## config.mk

```make
export PLATFORM = sky130hd
export DESIGN_NAME = tbird_seq_ctrl_flat
export DESIGN_NICKNAME = d
export VERILOG_FILES = /design/src/rtl/tbird_seq_ctrl_if.sv /design/src/rtl/tbird_seq_ctrl.sv /design/src/flat_wrapper.sv
export SDC_FILE = /design/constraint.sdc
export NUM_CORES = 1
export LEC_CHECK = 0
export BUFFER_PORTS_ARGS = -buffer_cell sky130_fd_sc_hd__buf_2
export CAP_MARGIN = 20
export CORE_MARGIN = 5
export CORE_UTILIZATION = 45
export CTS_BUF_LIST = sky130_fd_sc_hd__clkbuf_8
export CTS_CLUSTER_DIAMETER = 150
export DETAILED_ROUTE_END_ITERATION = 12
export HOLD_SLACK_MARGIN = 0.15
export PLACE_DENSITY = 0.73
export SYNTH_ARGS = -nofsm -noshare
export SYNTH_HDL_FRONTEND = slang
export SYNTH_SLANG_ARGS = --single-unit
```

## constraint.sdc

```tcl
create_clock -name clk -period 2.6 [get_ports clk]
set_clock_uncertainty 0.05 [all_clocks]
set_input_delay 0.13 -clock clk [delete_from_list [all_inputs] [get_ports clk]]
set_output_delay 0.13 -clock clk [all_outputs]
set_load 0.02 [all_outputs]
```

## src/rtl/tbird_seq_ctrl_if.sv

```systemverilog
// -----------------------------------------------------------------------------
// tbird_seq_ctrl_if
// Bundles the driver requests and the lamp outputs of the Thunderbird
// tail-light sequencer. The clock and reset are not part of this bundle.
//
//   left, right  turn requests, synchronous to clk
//   hazard       hazard request, synchronous to clk
//   brake        brake pedal, synchronous to clk
//   la, lb, lc   left lamps, la innermost
//   ra, rb, rc   right lamps, ra innermost
//   busy         high whenever the sequencer is not idle
//
// Modports:
//   master  the request source (drives requests, observes lamps)
//   slave   the sequencer (observes requests, drives lamps)
// -----------------------------------------------------------------------------
interface tbird_seq_ctrl_if;
  logic left;
  logic right;
  logic hazard;
  logic brake;
  logic la;
  logic lb;
  logic lc;
  logic ra;
  logic rb;
  logic rc;
  logic busy;

  modport master (
    output left, right, hazard, brake,
    input  la, lb, lc, ra, rb, rc, busy
  );

  modport slave (
    input  left, right, hazard, brake,
    output la, lb, lc, ra, rb, rc, busy
  );
endinterface

```

## src/rtl/tbird_seq_ctrl.sv

```systemverilog
// -----------------------------------------------------------------------------
// tbird_seq_ctrl
// Thunderbird tail-light sequencer with a programmable step rate, a hazard
// mode and a brake overlay. Each non-idle state lasts TICK_DIV clock cycles,
// except that a hazard request aborts a turn sequence on the next edge.
//
// Parameters:
//   TICK_DIV  clock cycles per light step (1..65535)
//
// Ports:
//   clk    system clock, rising edge
//   reset  asynchronous, active-low reset
//   bus    request/lamp bundle (slave side):
//            left, right, hazard, brake in; la..lc, ra..rc, busy out
//
// The lamps are decoded from the registered state only, with brake overlaid
// combinationally, so brake reaches the lamps without a clock delay and
// never affects state or step timing.
// -----------------------------------------------------------------------------
module tbird_seq_ctrl #(
  parameter int unsigned TICK_DIV = 4
) (
  input  logic             clk,
  input  logic             reset,
  tbird_seq_ctrl_if.slave  bus
);

  localparam int unsigned      CNT_W    = $clog2(TICK_DIV + 1);
  localparam logic [CNT_W-1:0] TICK_MAX = CNT_W'(TICK_DIV - 1);
  localparam logic [CNT_W-1:0] CNT_ONE  = CNT_W'(1);

  typedef enum logic [3:0] {
    IDLE  = 4'd0,
    L1    = 4'd1,
    L2    = 4'd2,
    L3    = 4'd3,
    R1    = 4'd4,
    R2    = 4'd5,
    R3    = 4'd6,
    HAZ   = 4'd7,
    PAUSE = 4'd8
  } state_t;

  state_t           state_r;
  state_t           next_state_s;
  logic [CNT_W-1:0] cnt_r;
  logic             tick_s;

  logic [2:0]       left_base_s;   // {la, lb, lc} before brake overlay
  logic [2:0]       right_base_s;  // {ra, rb, rc} before brake overlay
  logic             left_active_s;
  logic             right_active_s;
  logic [2:0]       left_lamps_s;
  logic [2:0]       right_lamps_s;

  // With TICK_DIV=1 the counter never leaves 0, so tick is constantly high.
  assign tick_s = (cnt_r == TICK_MAX);

  // State register.
  always_ff @(posedge clk or negedge reset) begin
    if (!reset) begin
      state_r <= IDLE;
    end else begin
      state_r <= next_state_s;
    end
  end

  // Step counter: held at 0 in IDLE, cleared on every transition.
  always_ff @(posedge clk or negedge reset) begin
    if (!reset) begin
      cnt_r <= '0;
    end else if ((next_state_s != state_r) || (state_r == IDLE)) begin
      cnt_r <= '0;
    end else begin
      cnt_r <= cnt_r + CNT_ONE;
    end
  end

  // Next-state logic. Hazard aborts a turn sequence regardless of tick;
  // once a turn sequence starts it ignores the turn requests themselves.
  always_comb begin
    next_state_s = state_r;
    case (state_r)
      IDLE: begin
        if (bus.hazard || (bus.left && bus.right)) begin
          next_state_s = HAZ;
        end else if (bus.left) begin
          next_state_s = L1;
        end else if (bus.right) begin
          next_state_s = R1;
        end else begin
          next_state_s = IDLE;
        end
      end
      L1: begin
        if (bus.hazard) begin
          next_state_s = HAZ;
        end else if (tick_s) begin
          next_state_s = L2;
        end else begin
          next_state_s = L1;
        end
      end
      L2: begin
        if (bus.hazard) begin
          next_state_s = HAZ;
        end else if (tick_s) begin
          next_state_s = L3;
        end else begin
          next_state_s = L2;
        end
      end
      L3: begin
        if (bus.hazard) begin
          next_state_s = HAZ;
        end else if (tick_s) begin
          next_state_s = PAUSE;
        end else begin
          next_state_s = L3;
        end
      end
      R1: begin
        if (bus.hazard) begin
          next_state_s = HAZ;
        end else if (tick_s) begin
          next_state_s = R2;
        end else begin
          next_state_s = R1;
        end
      end
      R2: begin
        if (bus.hazard) begin
          next_state_s = HAZ;
        end else if (tick_s) begin
          next_state_s = R3;
        end else begin
          next_state_s = R2;
        end
      end
      R3: begin
        if (bus.hazard) begin
          next_state_s = HAZ;
        end else if (tick_s) begin
          next_state_s = PAUSE;
        end else begin
          next_state_s = R3;
        end
      end
      HAZ: begin
        if (tick_s) begin
          next_state_s = PAUSE;
        end else begin
          next_state_s = HAZ;
        end
      end
      // A hazard request seen here is picked up from IDLE, not here.
      PAUSE: begin
        if (tick_s) begin
          next_state_s = IDLE;
        end else begin
          next_state_s = PAUSE;
        end
      end
      default: begin
        next_state_s = IDLE;
      end
    endcase
  end

  // Moore lamp decode from the registered state.
  always_comb begin
    left_base_s    = 3'b000;
    right_base_s   = 3'b000;
    left_active_s  = 1'b0;
    right_active_s = 1'b0;
    case (state_r)
      IDLE: begin
        left_base_s  = 3'b000;
        right_base_s = 3'b000;
      end
      L1: begin
        left_base_s   = 3'b100;
        left_active_s = 1'b1;
      end
      L2: begin
        left_base_s   = 3'b110;
        left_active_s = 1'b1;
      end
      L3: begin
        left_base_s   = 3'b111;
        left_active_s = 1'b1;
      end
      R1: begin
        right_base_s   = 3'b100;
        right_active_s = 1'b1;
      end
      R2: begin
        right_base_s   = 3'b110;
        right_active_s = 1'b1;
      end
      R3: begin
        right_base_s   = 3'b111;
        right_active_s = 1'b1;
      end
      HAZ: begin
        left_base_s    = 3'b111;
        right_base_s   = 3'b111;
        left_active_s  = 1'b1;
        right_active_s = 1'b1;
      end
      PAUSE: begin
        left_base_s  = 3'b000;
        right_base_s = 3'b000;
      end
      default: begin
        left_base_s  = 3'b000;
        right_base_s = 3'b000;
      end
    endcase
  end

  // Brake overlay: a side that is not sequencing lights fully while braking.
  always_comb begin
    left_lamps_s  = left_base_s;
    right_lamps_s = right_base_s;
    if (bus.brake && !left_active_s) begin
      left_lamps_s = 3'b111;
    end else begin
      left_lamps_s = left_base_s;
    end
    if (bus.brake && !right_active_s) begin
      right_lamps_s = 3'b111;
    end else begin
      right_lamps_s = right_base_s;
    end
  end

  assign bus.la   = left_lamps_s[2];
  assign bus.lb   = left_lamps_s[1];
  assign bus.lc   = left_lamps_s[0];
  assign bus.ra   = right_lamps_s[2];
  assign bus.rb   = right_lamps_s[1];
  assign bus.rc   = right_lamps_s[0];
  assign bus.busy = (state_r != IDLE);

endmodule

```

## src/flat_wrapper.sv

```systemverilog
// flat-port wrapper written by rule: the top's interface ports become plain ports
module tbird_seq_ctrl_flat 
#(
  parameter int unsigned TICK_DIV = 4
)
  (clk, reset, bus_left, bus_right, bus_hazard, bus_brake, bus_la, bus_lb, bus_lc, bus_ra, bus_rb, bus_rc, bus_busy);
  tbird_seq_ctrl_if bus_i ();
  input  logic clk;
  input  logic reset;
  input wire logic [$bits(bus_i.left)-1:0] bus_left;
  input wire logic [$bits(bus_i.right)-1:0] bus_right;
  input wire logic [$bits(bus_i.hazard)-1:0] bus_hazard;
  input wire logic [$bits(bus_i.brake)-1:0] bus_brake;
  output wire logic [$bits(bus_i.la)-1:0] bus_la;
  output wire logic [$bits(bus_i.lb)-1:0] bus_lb;
  output wire logic [$bits(bus_i.lc)-1:0] bus_lc;
  output wire logic [$bits(bus_i.ra)-1:0] bus_ra;
  output wire logic [$bits(bus_i.rb)-1:0] bus_rb;
  output wire logic [$bits(bus_i.rc)-1:0] bus_rc;
  output wire logic [$bits(bus_i.busy)-1:0] bus_busy;
  assign bus_i.left = bus_left;
  assign bus_i.right = bus_right;
  assign bus_i.hazard = bus_hazard;
  assign bus_i.brake = bus_brake;
  assign bus_la = bus_i.la;
  assign bus_lb = bus_i.lb;
  assign bus_lc = bus_i.lc;
  assign bus_ra = bus_i.ra;
  assign bus_rb = bus_i.rb;
  assign bus_rc = bus_i.rc;
  assign bus_busy = bus_i.busy;
  tbird_seq_ctrl #(.TICK_DIV(TICK_DIV)) u_core (.clk(clk), .reset(reset), .bus(bus_i));
endmodule
```

After elaboration in Yosys (flattened, before gate mapping):

Index checks and enable logic that the tools add are counted.

* output and inout bits: 7
* bits of input ports: 6
* register bits: 7
* word-level logic and storage cells: 51

* reductions and logical operators: 13
* equal/unequal tests: 10
* $add $sub $neg: 1
* muxes and demuxes: 25

Operator list (number)
* $mux 4: 12
* $pmux 4 s9: 1
* $pmux 3 s3: 2
* $eq 4x3->1 const B: 4
* $mux 3: 4
* $eq 4x2->1 const B: 2
* $reduce_or 4->1: 2
* $eq 4x1->1 const B: 1
* $eq 4x4->1 const B: 1
* $logic_not 4->1: 1
* $mux 1: 4
* $mux 2: 2
* $ne 4x4->1: 1
* $reduce_bool 4->1: 1
* $reduce_or 2->1: 2
* $add 3x1->3 const B: 1
* $eq 3x2->1 const B: 1
* $logic_and 1x1->1: 3
* $logic_not 1->1: 2
* $logic_or 1x1->1: 2

Logic depth before layout (Yosys ltp):

* word-level depth: 7
* mapped depth: 7

Worst setup path after synthesis:

No wires, ideal clock.

* path kind: reg-to-reg
* start point: register u_core.cnt_r[0]
* end point: register u_core.cnt_r[0]
* slack: 0.792 ns
* data required time: 2.449 ns
* path buffers: 0
* cell stages (with the launch flop): 8
* arrival time: 1.657 ns
* path through: dfrtp_1 -> ha_1 -> ha_1 -> and4b_1 -> a2111oi_0 -> a311o_1 -> o311ai_1 -> nor4_1

* word-level cells in the longest chain between the ends: 7

Ends and longest elaborated chain
* start, declared: RTL line tbird_seq_ctrl.sv:46 `logic [CNT_W-1:0] cnt_r;`
* start signal, assigned: RTL line tbird_seq_ctrl.sv:75 `cnt_r <= cnt_r + CNT_ONE;`
* $eq 3x2->1: RTL line tbird_seq_ctrl.sv:57 `assign tick_s = (cnt_r == TICK_MAX);`
* $mux 2 (tied with other cells): RTL line tbird_seq_ctrl.sv:98, tbird_seq_ctrl.sv:134
* $mux 4 (tied with other cells): RTL line tbird_seq_ctrl.sv:132 `if (bus.hazard) begin`
* $pmux 4 s9: RTL line tbird_seq_ctrl.sv:83 `case (state_r)`
* $ne 4x4->1: RTL line tbird_seq_ctrl.sv:72 `end else if ((next_state_s != state_r) || (state_r == IDLE)) begin`
* $logic_or 1x1->1: RTL line tbird_seq_ctrl.sv:72
* $mux 3 *: RTL line tbird_seq_ctrl.sv:72

Every way passes the cells marked *; elsewhere a longest branch is shown, timed or not.

Worst setup path in the final report:

* start point: register u_core.cnt_r[0]
* end point: register u_core.cnt_r[2]

The elaborated chain is that of the path after synthesis.

==> reports/summary.log <==
qor: sta.finalSetupViolCount 0
qor: synthesis.ys_seq_area_frac 0.2500
qor: setup_path.critical_path_required 2660 ps
qor: die.io_pins 13
qor: setup_path.reg2reg_depth 7
qor: cts.clock_tree_from_tritoncts done
qor: placement.place_area 730.7 um^2
qor: sta.max_freq 0.4877 GHz
qor: global_route.grt.total_usage 0.1475
qor: placement.dpl.hpwl 1199 um
qor: synthesis.netlist-cell-type-count 39
qor: die.floorplan.rows 14
qor: setup_path.critical_register_to_register_path_startpoint u_core.cnt_r[0]
qor: sta.slew_viol_final 0
qor: synthesis.synth_top_area_frac 0.2500
qor: cts.cts_setup_buffers 0
qor: synthesis.synth_register_bits 7
qor: placement.port_buffers 12
qor: synthesis.synth_ff_type sky130_fd_sc_hd__dfrtp_1
qor: power.cellPowerDensity 1246 nW/um^2
qor: global_route.maximum_number_of_pins_on_one_net_before_global_route_repair 22
qor: route.ant_nets 0
qor: die.dieHeight 49.46 um
qor: setup_path.setup.worst_path.start u_core.cnt_r[0]
qor: cts.clock_insertion_delay_worst_skew 220 ps
qor: layout.drive_above_1_share 0.2292
qor: synthesis.synth.top_cells.by_area sky130_fd_sc_hd__dfrtp_1 (25%), sky130_fd_sc_hd__a21oi_1 (5.7%), sky130_fd_sc_hd__ha_1 (5.4%), sky130_fd_sc_hd__nor2_1 (4.8%), sky130_fd_sc_hd__inv_1 (3.8%)
qor: route.drt_iter0_markers 15
qor: synthesis.synth_most_common_cell sky130_fd_sc_hd__nor2_1
qor: layout.insertedDiodeCount 0
qor: sta.totalNegativeSetupSlack 0 ps
qor: die.starting_density_of_the_core 0.4706
qor: cts.cts.root.buffer_cell sky130_fd_sc_hd__clkbuf_8
qor: synthesis.post_synth_instance_area 700.7 um^2
qor: setup_path.timing.critical_path.fanout_max 4
qor: route.via_count 669
qor: setup_path.worst_ep_arrival 2110 ps
qor: die.dieArea 2446 um^2
qor: layout.layout-area-overhead-vs-synth 12.14%
qor: global_route.global_route_wire_length_before_repair 2773 um
qor: synthesis.post_synth_inst_count 87
qor: placement.gp_congestion 0.7842
qor: power.peak_supply_drop 0.6980 mV
qor: sta.worst_slew_pin_slew 651.5 ps
qor: synthesis.share_of_synthesized_registers_carrying_an_async_set_or_reset 1.000
qor: cts.clk_pin_slew_worst_paths 40 ps
qor: synthesis.netlist.top_cell.by_area sky130_fd_sc_hd__dfrtp_1
qor: die.dieWidth 49.46 um
qor: sta.timing.max_slew.rel_slack 0.5657
qor: setup_path.setup.worst_path.end_class flip-flop
qor: layout.area.sequential 175.2 um^2
qor: cts.ctsHtreeMaxLevel 1
qor: sta.grt_setup_unrepaired no
qor: flow_run.timing.max_cap.violations 0
qor: synthesis.postSynthNetCount 96
qor: route.routed_wire_length_per_instance 14.86 um
qor: synthesis.ys_warn_count 0
qor: global_route.globalRouteOverflowTotal 0
qor: power.power.leakage 0.0003452 uW
qor: worst_hold_path.class_of_the_tightest_hold_or_removal_check primary input to async pin
qor: sta.finalHoldWorstSlack 225.8 ps
qor: outcome.status completed
qor: cts.cts_inserted_buffers 3
qor: cts.clock_sinks 7
qor: setup_path.timing.setup.critical_path_class flip-flop to flip-flop
qor: synthesis.synth_enable_flop_cells 0
qor: sta.timing_hold_violations_final 0
qor: sta.min_clock_period_post_route 2050 ps
qor: layout.multi_input_comb_area 449.2 um^2
qor: layout.final_cell_area 785.8 um^2
qor: setup_path.crit-reg2reg-capture u_core.cnt_r[2]
qor: setup_path.r2r_setup_slack 550 ps
qor: synthesis.syn_area_per_cell 8.054 um^2
qor: global_route.first_global_vias 600
qor: route.wirelength 1664 um
qor: layout.final_net_count 106
qor: setup_path.timing.critical_path.from_type flip-flop
qor: setup_path.critPathCapture u_core.cnt_r[2]
qor: route.routed_via_density 5.973
qor: route.drcViolationCount 0
qor: sta.final_period_util 0.7886
qor: route.drt-pass1-iter-count 4
qor: cts.cts-root-to-sink-buffers 2
qor: global_route.grt_antenna_before_repair 0
qor: die.design.core.area 1489 um^2
qor: synthesis.synth_commonest_cells sky130_fd_sc_hd__nor2_1 (9), sky130_fd_sc_hd__a21oi_1 (8), sky130_fd_sc_hd__dfrtp_1 (7), sky130_fd_sc_hd__inv_1 (7), sky130_fd_sc_hd__nand2_1 (7)
qor: layout.n_fill_cell 143
-- flip-flops by register name (all words and copies together), names as in the netlist --
signal and count:
u_core.state_r 4, u_core.cnt_r 3
-- final cells by class --
| class | count | area share |
|---|---|---|
| Timing Repair Buffer | 13 | 0.08917 |
| Sequential cell | 7 | 0.2229 |
| Clock inverter | 1 | 0.004777 |
| Clock buffer | 3 | 0.05255 |
| Tap cell | 16 | 0.02548 |
| Inverter | 7 | 0.03344 |
| Multi-Input combinational cell | 65 | 0.5717 |
-- how the worst min path moves through the flow --
| stage | startpoint | endpoint | slack, ps | cells past startpoint |
|---|---|---|---|---|
| final | reset | u_core.state_r[2] | 230 | 2 |
| after global routing | reset | u_core.state_r[2] | 260 | 2 |
| after CTS | reset | u_core.cnt_r[1] | 220 | 2 |
| after detailed placement | reset | u_core.state_r[2] | -80 | 1 |
| after global placement | reset | u_core.state_r[2] | -80 | 1 |
| after floorplan | reset | u_core.cnt_r[0] | -220 | 0 |
-- critical path, cell delays in order, from the launching register on --
cell	delay, ps
sky130_fd_sc_hd__dfrtp_1	370
sky130_fd_sc_hd__ha_1	220
sky130_fd_sc_hd__ha_1	230
sky130_fd_sc_hd__and4b_1	210
sky130_fd_sc_hd__a2111oi_0	310
sky130_fd_sc_hd__a311o_1	170
sky130_fd_sc_hd__o311ai_1	150
sky130_fd_sc_hd__nor4_1	240
-- what timing repair did --
item	4_1_cts	5_1_grt
resized for setup	0	0
hold buffers	1	0
hold endpoints to repair	7	0
-- cell usage in the layout, fill, tap and decap left out, types with 2 or more instances in the layout --
cell                       netlist  final
sky130_fd_sc_hd__a21o_1          2      2
sky130_fd_sc_hd__a21oi_1         8      8
sky130_fd_sc_hd__buf_2           4     12
sky130_fd_sc_hd__clkbuf_8        0      3
sky130_fd_sc_hd__dfrtp_1         7      7
sky130_fd_sc_hd__ha_1            3      3
sky130_fd_sc_hd__inv_1           7      8
sky130_fd_sc_hd__nand2_1         7      7
sky130_fd_sc_hd__nor2_1          9      9
sky130_fd_sc_hd__nor4_1          3      3
sky130_fd_sc_hd__o21ai_0         3      3
sky130_fd_sc_hd__o21bai_1        3      3
sky130_fd_sc_hd__o31a_1          2      2
sky130_fd_sc_hd__xnor2_1         2      2
-- report_power, final --
group	internal (uW)	switching (uW)
combinational	241	311
sequential	149	133
clock	102	43.2
total	491	488
-- cells by family after synthesis --
| family | share of synthesized area |
|---|---|
| AO/OA/AOI/OAI | 0.3304 |
| AND/OR/NAND/NOR | 0.2018 |
| flip-flops | 0.2500 |
| multiplexers | 0.01607 |
| adder cells (fa/ha/maj) | 0.06786 |
| buffers and inverters | 0.1089 |
| XOR/XNOR | 0.02500 |
-- through the flow --
step / total power (uW) / instances / worst slack (ps) / util
6_report: 978.9 / 112 / 549.7 / 0.5277
5_1_grt: 1065 / 112 / 273.0 / 0.5277
4_1_cts: 982.5 / 112 / 531.8 / 0.5277
3_5_place_dp: 829.6 / 107 / 573.0 / 0.4908
3_3_place_gp: 815.5 / 107 / 662.0 / 0.4908
2_1_floorplan: 732.1 / 87 / 792.1 / -
-- routing by layer --
layer | GRT usage | part of all wire | up-vias
met5 | 0 | 0 | -
met4 | 0.09170 | 0.020 | 0
met3 | 0.03012 | 0.049 | 4
met2 | 0.2318 | 0.50 | 18
met1 | 0.1822 | 0.43 | 312
li1 | - | - | 335
No activity file was read; power rests on OpenSTA's default activity.
